<file path="src/rtl/quad_decoder_if.sv">
// Signal bundle between the quadrature pads/control side and the decoder.
// The decoder takes the slave view; the driver of the pins and the consumer of the strobes take the master view.
interface quad_decoder_if #(
    parameter int WIDTH = 7
);
    logic             a_in;
    logic             b_in;
    logic             enable;
    logic             clear;
    logic             step_valid;
    logic             step_dir;
    logic [WIDTH-1:0] count;
    logic             err;
    logic             wrap;
    // Accepted {a,b} phase and init flag, brought out for observation only.
    logic [1:0]       phase_dbg;
    logic             init_dbg;

    modport master (
        output a_in, b_in, enable, clear,
        input  step_valid, step_dir, count, err, wrap, phase_dbg, init_dbg
    );

    modport slave (
        input  a_in, b_in, enable, clear,
        output step_valid, step_dir, count, err, wrap, phase_dbg, init_dbg
    );
endinterface

</file>
<file path="src/rtl/quad_decoder.sv">
// Quadrature decoder: synchronizes and glitch-filters raw A/B phases, tracks the
// accepted phase and turns legal transitions into step strobes and a wrapping count.
module quad_decoder #(
    parameter int WIDTH       = 7,
    parameter int SYNC_STAGES = 2,
    parameter int FILTER_LEN  = 3
) (
    input  logic           clk,
    input  logic           rst,
    quad_decoder_if.slave  bus
);

    typedef enum logic [1:0] {
        P00 = 2'b00,
        P01 = 2'b01,
        P11 = 2'b11,
        P10 = 2'b10
    } phase_e;

    localparam int               CNT_W     = $clog2(FILTER_LEN + 1);
    localparam logic [CNT_W-1:0] FILT_LAST = CNT_W'(FILTER_LEN);
    localparam logic [CNT_W-1:0] CNT_ONE   = CNT_W'(1);
    localparam logic [WIDTH-1:0] COUNT_ONE = WIDTH'(1);
    localparam logic [WIDTH-1:0] COUNT_MAX = '1;

    // Gray phase to position along the up sequence 00,01,11,10.
    function automatic logic [1:0] phase_idx(input logic [1:0] p);
        return {p[1], p[1] ^ p[0]};
    endfunction

    logic [SYNC_STAGES-1:0] sync_a_q, sync_a_d;
    logic [SYNC_STAGES-1:0] sync_b_q, sync_b_d;
    logic [1:0]             s;

    logic [1:0]       cand_q, cand_d;
    logic [CNT_W-1:0] cnt_q, cnt_d;
    phase_e           phase_q, phase_d;
    logic             init_q, init_d;

    logic [1:0]       cand_new;
    logic [CNT_W-1:0] cnt_new;
    logic [1:0]       phase_delta;

    logic ev_step_q, ev_step_d;
    logic ev_dir_q, ev_dir_d;
    logic ev_err_q, ev_err_d;

    logic             step_valid_q, step_valid_d;
    logic             step_dir_q, step_dir_d;
    logic [WIDTH-1:0] count_q, count_d;
    logic             err_q, err_d;
    logic             wrap_q, wrap_d;

    always_comb begin
        sync_a_d = {sync_a_q[SYNC_STAGES-2:0], bus.a_in};
        sync_b_d = {sync_b_q[SYNC_STAGES-2:0], bus.b_in};
    end

    assign s = {sync_a_q[SYNC_STAGES-1], sync_b_q[SYNC_STAGES-1]};

    // Filter plus phase FSM. While the init flag is set the "equals accepted
    // phase" shortcut is bypassed, so a resting encoder (even at 00) is loaded.
    always_comb begin
        cand_d      = cand_q;
        cnt_d       = cnt_q;
        phase_d     = phase_q;
        init_d      = init_q;
        ev_step_d   = 1'b0;
        ev_dir_d    = 1'b0;
        ev_err_d    = 1'b0;
        cand_new    = cand_q;
        cnt_new     = cnt_q;
        phase_delta = 2'd0;

        if (!init_q && (s == phase_q)) begin
            cnt_d = '0;
        end else begin
            if (s != cand_q) begin
                cand_new = s;
                cnt_new  = CNT_ONE;
            end else begin
                cand_new = cand_q;
                cnt_new  = cnt_q + CNT_ONE;
            end
            cand_d = cand_new;

            if (cnt_new == FILT_LAST) begin
                cnt_d       = '0;
                phase_d     = phase_e'(cand_new);
                init_d      = 1'b0;
                phase_delta = phase_idx(cand_new) - phase_idx(phase_q);
                if (!init_q) begin
                    case (phase_delta)
                        2'd1: begin
                            ev_step_d = 1'b1;
                            ev_dir_d  = 1'b1;
                        end
                        2'd3: begin
                            ev_step_d = 1'b1;
                            ev_dir_d  = 1'b0;
                        end
                        2'd2:    ev_err_d = 1'b1;
                        default: ;
                    endcase
                end
            end else begin
                cnt_d = cnt_new;
            end
        end
    end

    // Output stage: enable and clear are sampled here, one edge after acceptance.
    always_comb begin
        step_valid_d = 1'b0;
        step_dir_d   = step_dir_q;
        count_d      = count_q;
        err_d        = ev_err_q;
        wrap_d       = 1'b0;

        if (ev_step_q) begin
            step_dir_d = ev_dir_q;
            if (bus.enable) begin
                step_valid_d = 1'b1;
                if (ev_dir_q) begin
                    count_d = count_q + COUNT_ONE;
                    wrap_d  = (count_q == COUNT_MAX);
                end else begin
                    count_d = count_q - COUNT_ONE;
                    wrap_d  = (count_q == '0);
                end
            end
        end

        if (bus.clear) begin
            count_d = '0;
            wrap_d  = 1'b0;
        end
    end

    always_ff @(posedge clk or negedge rst) begin
        if (!rst) begin
            sync_a_q     <= '0;
            sync_b_q     <= '0;
            cand_q       <= 2'b00;
            cnt_q        <= '0;
            phase_q      <= P00;
            init_q       <= 1'b1;
            ev_step_q    <= 1'b0;
            ev_dir_q     <= 1'b0;
            ev_err_q     <= 1'b0;
            step_valid_q <= 1'b0;
            step_dir_q   <= 1'b0;
            count_q      <= '0;
            err_q        <= 1'b0;
            wrap_q       <= 1'b0;
        end else begin
            sync_a_q     <= sync_a_d;
            sync_b_q     <= sync_b_d;
            cand_q       <= cand_d;
            cnt_q        <= cnt_d;
            phase_q      <= phase_d;
            init_q       <= init_d;
            ev_step_q    <= ev_step_d;
            ev_dir_q     <= ev_dir_d;
            ev_err_q     <= ev_err_d;
            step_valid_q <= step_valid_d;
            step_dir_q   <= step_dir_d;
            count_q      <= count_d;
            err_q        <= err_d;
            wrap_q       <= wrap_d;
        end
    end

    assign bus.step_valid = step_valid_q;
    assign bus.step_dir   = step_dir_q;
    assign bus.count      = count_q;
    assign bus.err        = err_q;
    assign bus.wrap       = wrap_q;
    assign bus.phase_dbg  = phase_q;
    assign bus.init_dbg   = init_q;

endmodule

</file>
<file path="src/flat_wrapper.sv">
// flat-port wrapper written by rule: the top's interface ports become plain ports
module quad_decoder_flat 
#(
    parameter int WIDTH       = 7,
    parameter int SYNC_STAGES = 2,
    parameter int FILTER_LEN  = 3
)
  (clk, rst, bus_a_in, bus_b_in, bus_enable, bus_clear, bus_step_valid, bus_step_dir, bus_count, bus_err, bus_wrap, bus_phase_dbg, bus_init_dbg);
  quad_decoder_if #(.WIDTH(WIDTH)) bus_i ();
  input  logic clk;
  input  logic rst;
  input wire logic [$bits(bus_i.a_in)-1:0] bus_a_in;
  input wire logic [$bits(bus_i.b_in)-1:0] bus_b_in;
  input wire logic [$bits(bus_i.enable)-1:0] bus_enable;
  input wire logic [$bits(bus_i.clear)-1:0] bus_clear;
  output wire logic [$bits(bus_i.step_valid)-1:0] bus_step_valid;
  output wire logic [$bits(bus_i.step_dir)-1:0] bus_step_dir;
  output wire logic [$bits(bus_i.count)-1:0] bus_count;
  output wire logic [$bits(bus_i.err)-1:0] bus_err;
  output wire logic [$bits(bus_i.wrap)-1:0] bus_wrap;
  output wire logic [$bits(bus_i.phase_dbg)-1:0] bus_phase_dbg;
  output wire logic [$bits(bus_i.init_dbg)-1:0] bus_init_dbg;
  assign bus_i.a_in = bus_a_in;
  assign bus_i.b_in = bus_b_in;
  assign bus_i.enable = bus_enable;
  assign bus_i.clear = bus_clear;
  assign bus_step_valid = bus_i.step_valid;
  assign bus_step_dir = bus_i.step_dir;
  assign bus_count = bus_i.count;
  assign bus_err = bus_i.err;
  assign bus_wrap = bus_i.wrap;
  assign bus_phase_dbg = bus_i.phase_dbg;
  assign bus_init_dbg = bus_i.init_dbg;
  quad_decoder #(.WIDTH(WIDTH), .SYNC_STAGES(SYNC_STAGES), .FILTER_LEN(FILTER_LEN)) u_core (.clk(clk), .rst(rst), .bus(bus_i));
endmodule
</file>
<file path="config.mk">
export PLATFORM = sky130hd
export DESIGN_NAME = quad_decoder_flat
export DESIGN_NICKNAME = d
export VERILOG_FILES = /design/src/rtl/quad_decoder_if.sv /design/src/rtl/quad_decoder.sv /design/src/flat_wrapper.sv
export SDC_FILE = /design/constraint.sdc
export NUM_CORES = 1
export LEC_CHECK = 0
export CAP_MARGIN = 30
export CORE_ASPECT_RATIO = 0.75
export CORE_MARGIN = 2
export CORE_UTILIZATION = 45
export DETAILED_ROUTE_END_ITERATION = 10
export HOLD_SLACK_MARGIN = 0.06
export PLACE_DENSITY = 0.7
export SLEW_MARGIN = 10
export SYNTH_ARGS = -nofsm -noshare
export SYNTH_HDL_FRONTEND = slang
export SYNTH_SLANG_ARGS = --single-unit
</file>
<file path="constraint.sdc">
create_clock -name clk -period 2.5 [get_ports clk]
set_input_delay 0.375 -clock clk [delete_from_list [all_inputs] [get_ports clk]]
set_output_delay 0.375 -clock clk [all_outputs]
set_load 0.01 [all_outputs]
</file>
### Word level (Yosys, flattened, before mapping)

Cells that the tools add are included.

| storage, ports and cells | value |
|---|---|
| register bits after elaboration | 25 |
| logic and storage cells | 64 |
| input bits | 6 |
| output and inout port bits | 14 |

| cells by class | value |
|---|---|
| bitwise gates (word level) | 3 |
| $add $sub $neg | 4 |
| reductions and logical operators | 8 |
| mux-type cells | 28 |
| eq/ne operators | 7 |

Operators by type and width:

| kind | count |
|---|---|
| 7-bit two-way mux | 4 |
| 1-bit two-way mux | 18 |
| 2-bit two-way mux | 6 |
| 7-bit by 1-bit adder with 7-bit output (second input constant) | 1 |
| 7-bit equality test (second input constant) | 1 |
| 7-bit zero test | 1 |
| 7-bit by 1-bit subtractor with 7-bit output (second input constant) | 1 |
| 2-bit equality test (second input constant) | 3 |
| 2-bit AND reduction | 2 |
| 2-bit nonzero test | 2 |
| 2-bit by 1-bit adder with 2-bit output (second input constant) | 1 |
| 2-bit by 1-bit equality test with 1-bit output (second input constant) | 1 |
| 2-bit equality test | 1 |
| 2-bit inequality test | 1 |
| 2-bit OR reduction | 1 |
| 2-bit subtractor | 1 |
| 1-bit XOR | 2 |
| 1-bit logical AND | 1 |
| 1-bit zero test | 1 |
| 1-bit NOT | 1 |

### Longest topological paths before layout

Gate-level depths: netlist (run 1).

| logic depth | value |
|---|---|
| depth in word-level cells | 11 |
| gate-level depth with buffers | 6 |
| gate-level depth less buffers | 6 |

### Worst setup path before layout (run 1)

No wires, ideal clock.

| timing path | value |
|---|---|
| path kind | reg-to-reg |
| from | register u_core.ev_dir_q |
| to | register u_core.count_q[6] (netlist: u_core.bus.count[6]) |
| arrival | 1.826 ns |
| setup time | 0.125 ns |
| cell stages (with the launch flop) | 7 |
| setup slack | 0.549 ns |
| required time | 2.375 ns |
| path buffers | 0 |
| clock period less this slack | 1.951 ns |
| cell sequence | dfrtp_1 inv_1 ha_1 and2_2 o311ai_0 o211a_1 mux2_4 |

| between the ends | value |
|---|---|
| word-level cells in the longest chain between the ends | 4 |

Ends and longest elaborated chain:

| what | RTL line | text |
|---|---|---|
| start: declaration | quad_decoder.sv:45 | `logic ev_dir_q, ev_dir_d;` |
| start signal: assignment | quad_decoder.sv:164 | `ev_dir_q <= ev_dir_d;` |
| 7-bit two-way mux | quad_decoder.sv:124 | `if (ev_dir_q) begin` |
| 7-bit two-way mux | quad_decoder.sv:122 | `if (bus.enable) begin` |
| 7-bit two-way mux | quad_decoder.sv:120 | `if (ev_step_q) begin` |
| 7-bit two-way mux | quad_decoder.sv:134 | `if (bus.clear) begin` |
| end signal: assignment | quad_decoder.sv:168 | `count_q <= count_d;` |
| end: declaration | quad_decoder.sv:50 | `logic [WIDTH-1:0] count_q, count_d;` |

No other way between the ends. The select of a mux whose other input is x is not followed.
A chain may end at the register's enable or synchronous reset.

### Final worst setup path (run 1)

Ends and elaborated chain as after synthesis.

==> impl_metrics.py, run 1 <==
metrics = {
    "synthesis": {
        "synth.avg_cell_area_sq_um": 10.8,
        "synth.most_common_cell": "dfrtp_1",
        "ys_ff_latch": 25,
        "syn-num-nets": 131,
        "synthCells": 118,
        "synthArstFlopShare_pct": 100,
        "ys_top_cells_by_area": "dfrtp_1, ha_1, xor2_1",
        "synth_cell_types": 42,
        "ys_top_cells_by_count": "dfrtp_1, nor2_1, nor3_1, inv_1",
        "synth_top_area_share_pct": 47.1,
        "syn_area_sq_mm": 0.00127,
        "synth_top_area_cell": "dfrtp_1",
        "synth-main-ff-cell": "dfrtp_1",
        "yosysSeqAreaShare_pct": 49.2,
        "ys_warn_count": 0,
        "synth_edf_count": 0,
    },
    "finish": {
        "final_core_util_pct": 59.3,
        "stdcell_area_sq_mm": 0.00157,
        "fillers": 234,
        "drive_gt1_share_pct": 10.6,
        "fin_cells": 178,
        "diodes": 0,
        "areaGrowthSynthToFinish_pct": 22.9,
        "nets": 156,
    },
    "job": {
        "drv_cap": 0,
    },
    "power": {
        "p_per_area_mw_per_mm2": 625,
        "clockPowerShare_pct": 23.3,
        "p_switching_mw": 0.284,
        "p_sw_share_pct": 29.0,
        "p_seq_share_pct": 50.3,
        "total_leakage_power_nw": 0.705,
        "pwr-share-comb_pct": 26.4,
        "peakVddDrop_uv": 365,
        "p_int_mw": 0.695,
    },
    "placement": {
        "place_inst": 174,
        "port_buffers": 19,
        "placed_area_sq_mm": 0.00152,
        "gp_congestion": 0.950,
        "place_ws_ps": 323,
        "dp_hpwl_microns": 1890,
    },
    "clock_network": {
        "clk_path_buf_depth": 2,
        "htreeDepth": 1,
        "cts_sinks": 25,
        "cts_hold_buf": 0,
        "cts_buffers": 3,
        "path_clk_slew_ps": 80,
        "postCtsSetupRepairBufs": 0,
        "cts_tree": "built",
        "clock_latency_ps": 260,
        "root_buffer": "clkbuf_8",
        "post_cts_resized": 0,
    },
    "sta": {
        "period_share_pct": 89.5,
        "fmaxAchievable_ghz": 0.447,
        "rsz0062_at_grt": "no",
        "min_period_ps": 2240,
        "hold_viol": 0,
        "finalSetupViolCount": 0,
        "fin_setup_tns_ps": 0,
        "relSlewSlack_pct": 76.6,
        "tightestPinTransition_ps": 348,
        "fin_skew_ps": 2.33,
        "setup_slack_ps": 262,
        "drv_slew": 0,
    },
    "floorplan": {
        "ioPinCount": 20,
        "core_sq_mm": 0.00264,
        "die_w_microns": 65.5,
        "die_h_microns": 50.1,
        "start_util_pct": 48.2,
        "dieArea_sq_mm": 0.00328,
        "rows": 16,
    },
    "drt": {
        "vias_per_cell": 5.46,
        "wire_per_inst_microns": 13.9,
        "first_pass_iters": 4,
        "drcViolationCount": 0,
        "drt_wl_total_microns": 2470,
        "antenna_left": 0,
        "drtIter0Drc": 90,
        "via_count": 971,
    },
    "grt": {
        "grt_max_degree": 26,
        "antenna_found_initial": 0,
        "grt_overflow_total": 0,
        "grt_pass1_wl_microns": 4120,
        "grtUsageMet3_pct": 5.25,
        "grt.busiest_layer": "met1",
        "use_met2_pct": 24.1,
        "use_met1_pct": 25.1,
        "first_global_vias": 873,
        "track_usage_pct": 16.8,
    },
    "setup_path": {
        "worstPathRequired_ps": 2650,
        "end_kind": "flip-flop",
        "cp_cell_sequence": "inv_1, ha_1, and2_2, o311ai_0, o211a_1, mux2_4",
        "worstSetupStartpointType": "flip-flop",
        "crit_fanout": 8,
        "arrival_ps": 2390,
        "slowest_stage": "dfrtp_1",
        "cpPeakStageDelay_ps": 490,
        "crit_type": "flip-flop to flip-flop",
    },
    "outcome": {
        "status": "completed",
    },
    "hold_path": {
        "hold_class": "flip-flop to flip-flop",
    },
}
==> cell type report <==
cell class | count | area (sq um) | share of cell area, %
Sequential cell | 25 | 627 | 40.0
Timing Repair Buffer | 21 | 205 | 13.1
Clock buffer | 4 | 45.0 | 2.88
Inverter | 7 | 26.3 | 1.68
Multi-Input combinational cell | 85 | 618 | 39.5
Tap cell | 36 | 45.0 | 2.88
==> registers in the layout (all words and copies together) (netlist names) <==
signal,flops
u_core.bus.count,7
u_core.bus.phase_dbg,2
u_core.cand_q,2
u_core.cnt_q,2
u_core.sync_a_q,2
u_core.sync_b_q,2
u_core.bus.err,1
u_core.bus.init_dbg,1
u_core.bus.step_dir,1
u_core.bus.step_valid,1
u_core.bus.wrap,1
u_core.err_d,1
u_core.ev_dir_q,1
u_core.ev_step_q,1
==> path summary, 6_finish.rpt <==
| path | start | to | slack, ps | cells after the start |
|---|---|---|---|---|
| min in group asynchronous | rst | u_core.bus.wrap | 470 | 2 |
| max in group asynchronous | rst | u_core.bus.init_dbg | 1750 | 2 |
| worst max register to register | u_core.ev_dir_q | u_core.bus.count[6] | 260 | 6 |
| worst min register to register | u_core.sync_a_q[0] | u_core.sync_a_q[1] | 350 | 0 |
| worst max-delay path | u_core.ev_dir_q | u_core.bus.count[6] | 260 | 6 |
| worst min-delay path | u_core.sync_a_q[0] | u_core.sync_a_q[1] | 350 | 0 |
==> critical path: cells and delay by family (launching register included) <==
family | cells | cell delay [ps]
adder cells (fa/ha/maj) | 1 | 390
buffers and inverters | 1 | 180
flip-flops | 1 | 490
AO/OA/AOI/OAI | 2 | 560
multiplexers | 1 | 300
AND/OR/NAND/NOR | 1 | 210
==> cell families (layout without fill, tap and decap cells) <==
logic type,count (synthesis),after routing,share of synthesized area (%)
buf+inv,8,32,2.36
fa+ha+maj,7,7,7.46
flops,25,25,49.2
simple gates,43,43,18.1
mux,6,6,5.50
xor+xnor,9,9,6.77
compound gates,20,20,10.7
==> placed cells by master, fill, tap and decap left out, types with 3 or more instances in the layout <==
master	netlist	layout
dfrtp_1	24	24
clkdlybuf4s50_1	0	19
nor2_1	10	10
nor3_1	8	8
inv_1	7	7
xor2_1	6	6
a21oi_1	6	6
ha_1	6	6
nand2_1	5	5
mux2_2	4	4
nor4_1	3	3
nand4_1	3	3
o21ai_0	3	3
clkbuf_8	0	3
==> metrics by stage <==
| stage | hold slack (ps) | total power, mW |
|---|---|---|
| floorplan | 79.4 | 0.672 |
| global placement | 332 | 0.752 |
| detailed placement | 336 | 0.761 |
| CTS | 355 | 0.993 |
| global route | 364 | 1.04 |
| finish | 351 | 0.979 |
==> metal layers <==
layer,share of wire [%],vias to the layer above
met2,44,25
li1,-,470
met5,0,-
met3,5.7,2
met4,0.69,0
met1,50,474
==> power by group through the flow <==
stage	logic (mW)	registers [mW]	clock network (mW)
floorplan	0.171	0.501	0
global placement	0.253	0.499	0
detailed placement	0.260	0.501	0
CTS	0.260	0.493	0.239
global route	0.283	0.502	0.256
finish	0.258	0.493	0.228
No activity file was read; power rests on OpenSTA's default activity.
==> run 2: changes to the inputs <==
--- a/config.mk
+++ b/config.mk
@@ -9,6 +9,7 @@
 export CORE_ASPECT_RATIO = 0.75
 export CORE_MARGIN = 2
 export CORE_UTILIZATION = 45
+export CTS_CLUSTER_DIAMETER = 200
 export DETAILED_ROUTE_END_ITERATION = 10
 export HOLD_SLACK_MARGIN = 0.06
 export PLACE_DENSITY = 0.7
==> results of run 2 <==
Same layout as run 1: the final DEF is identical, and so are final timing and power.
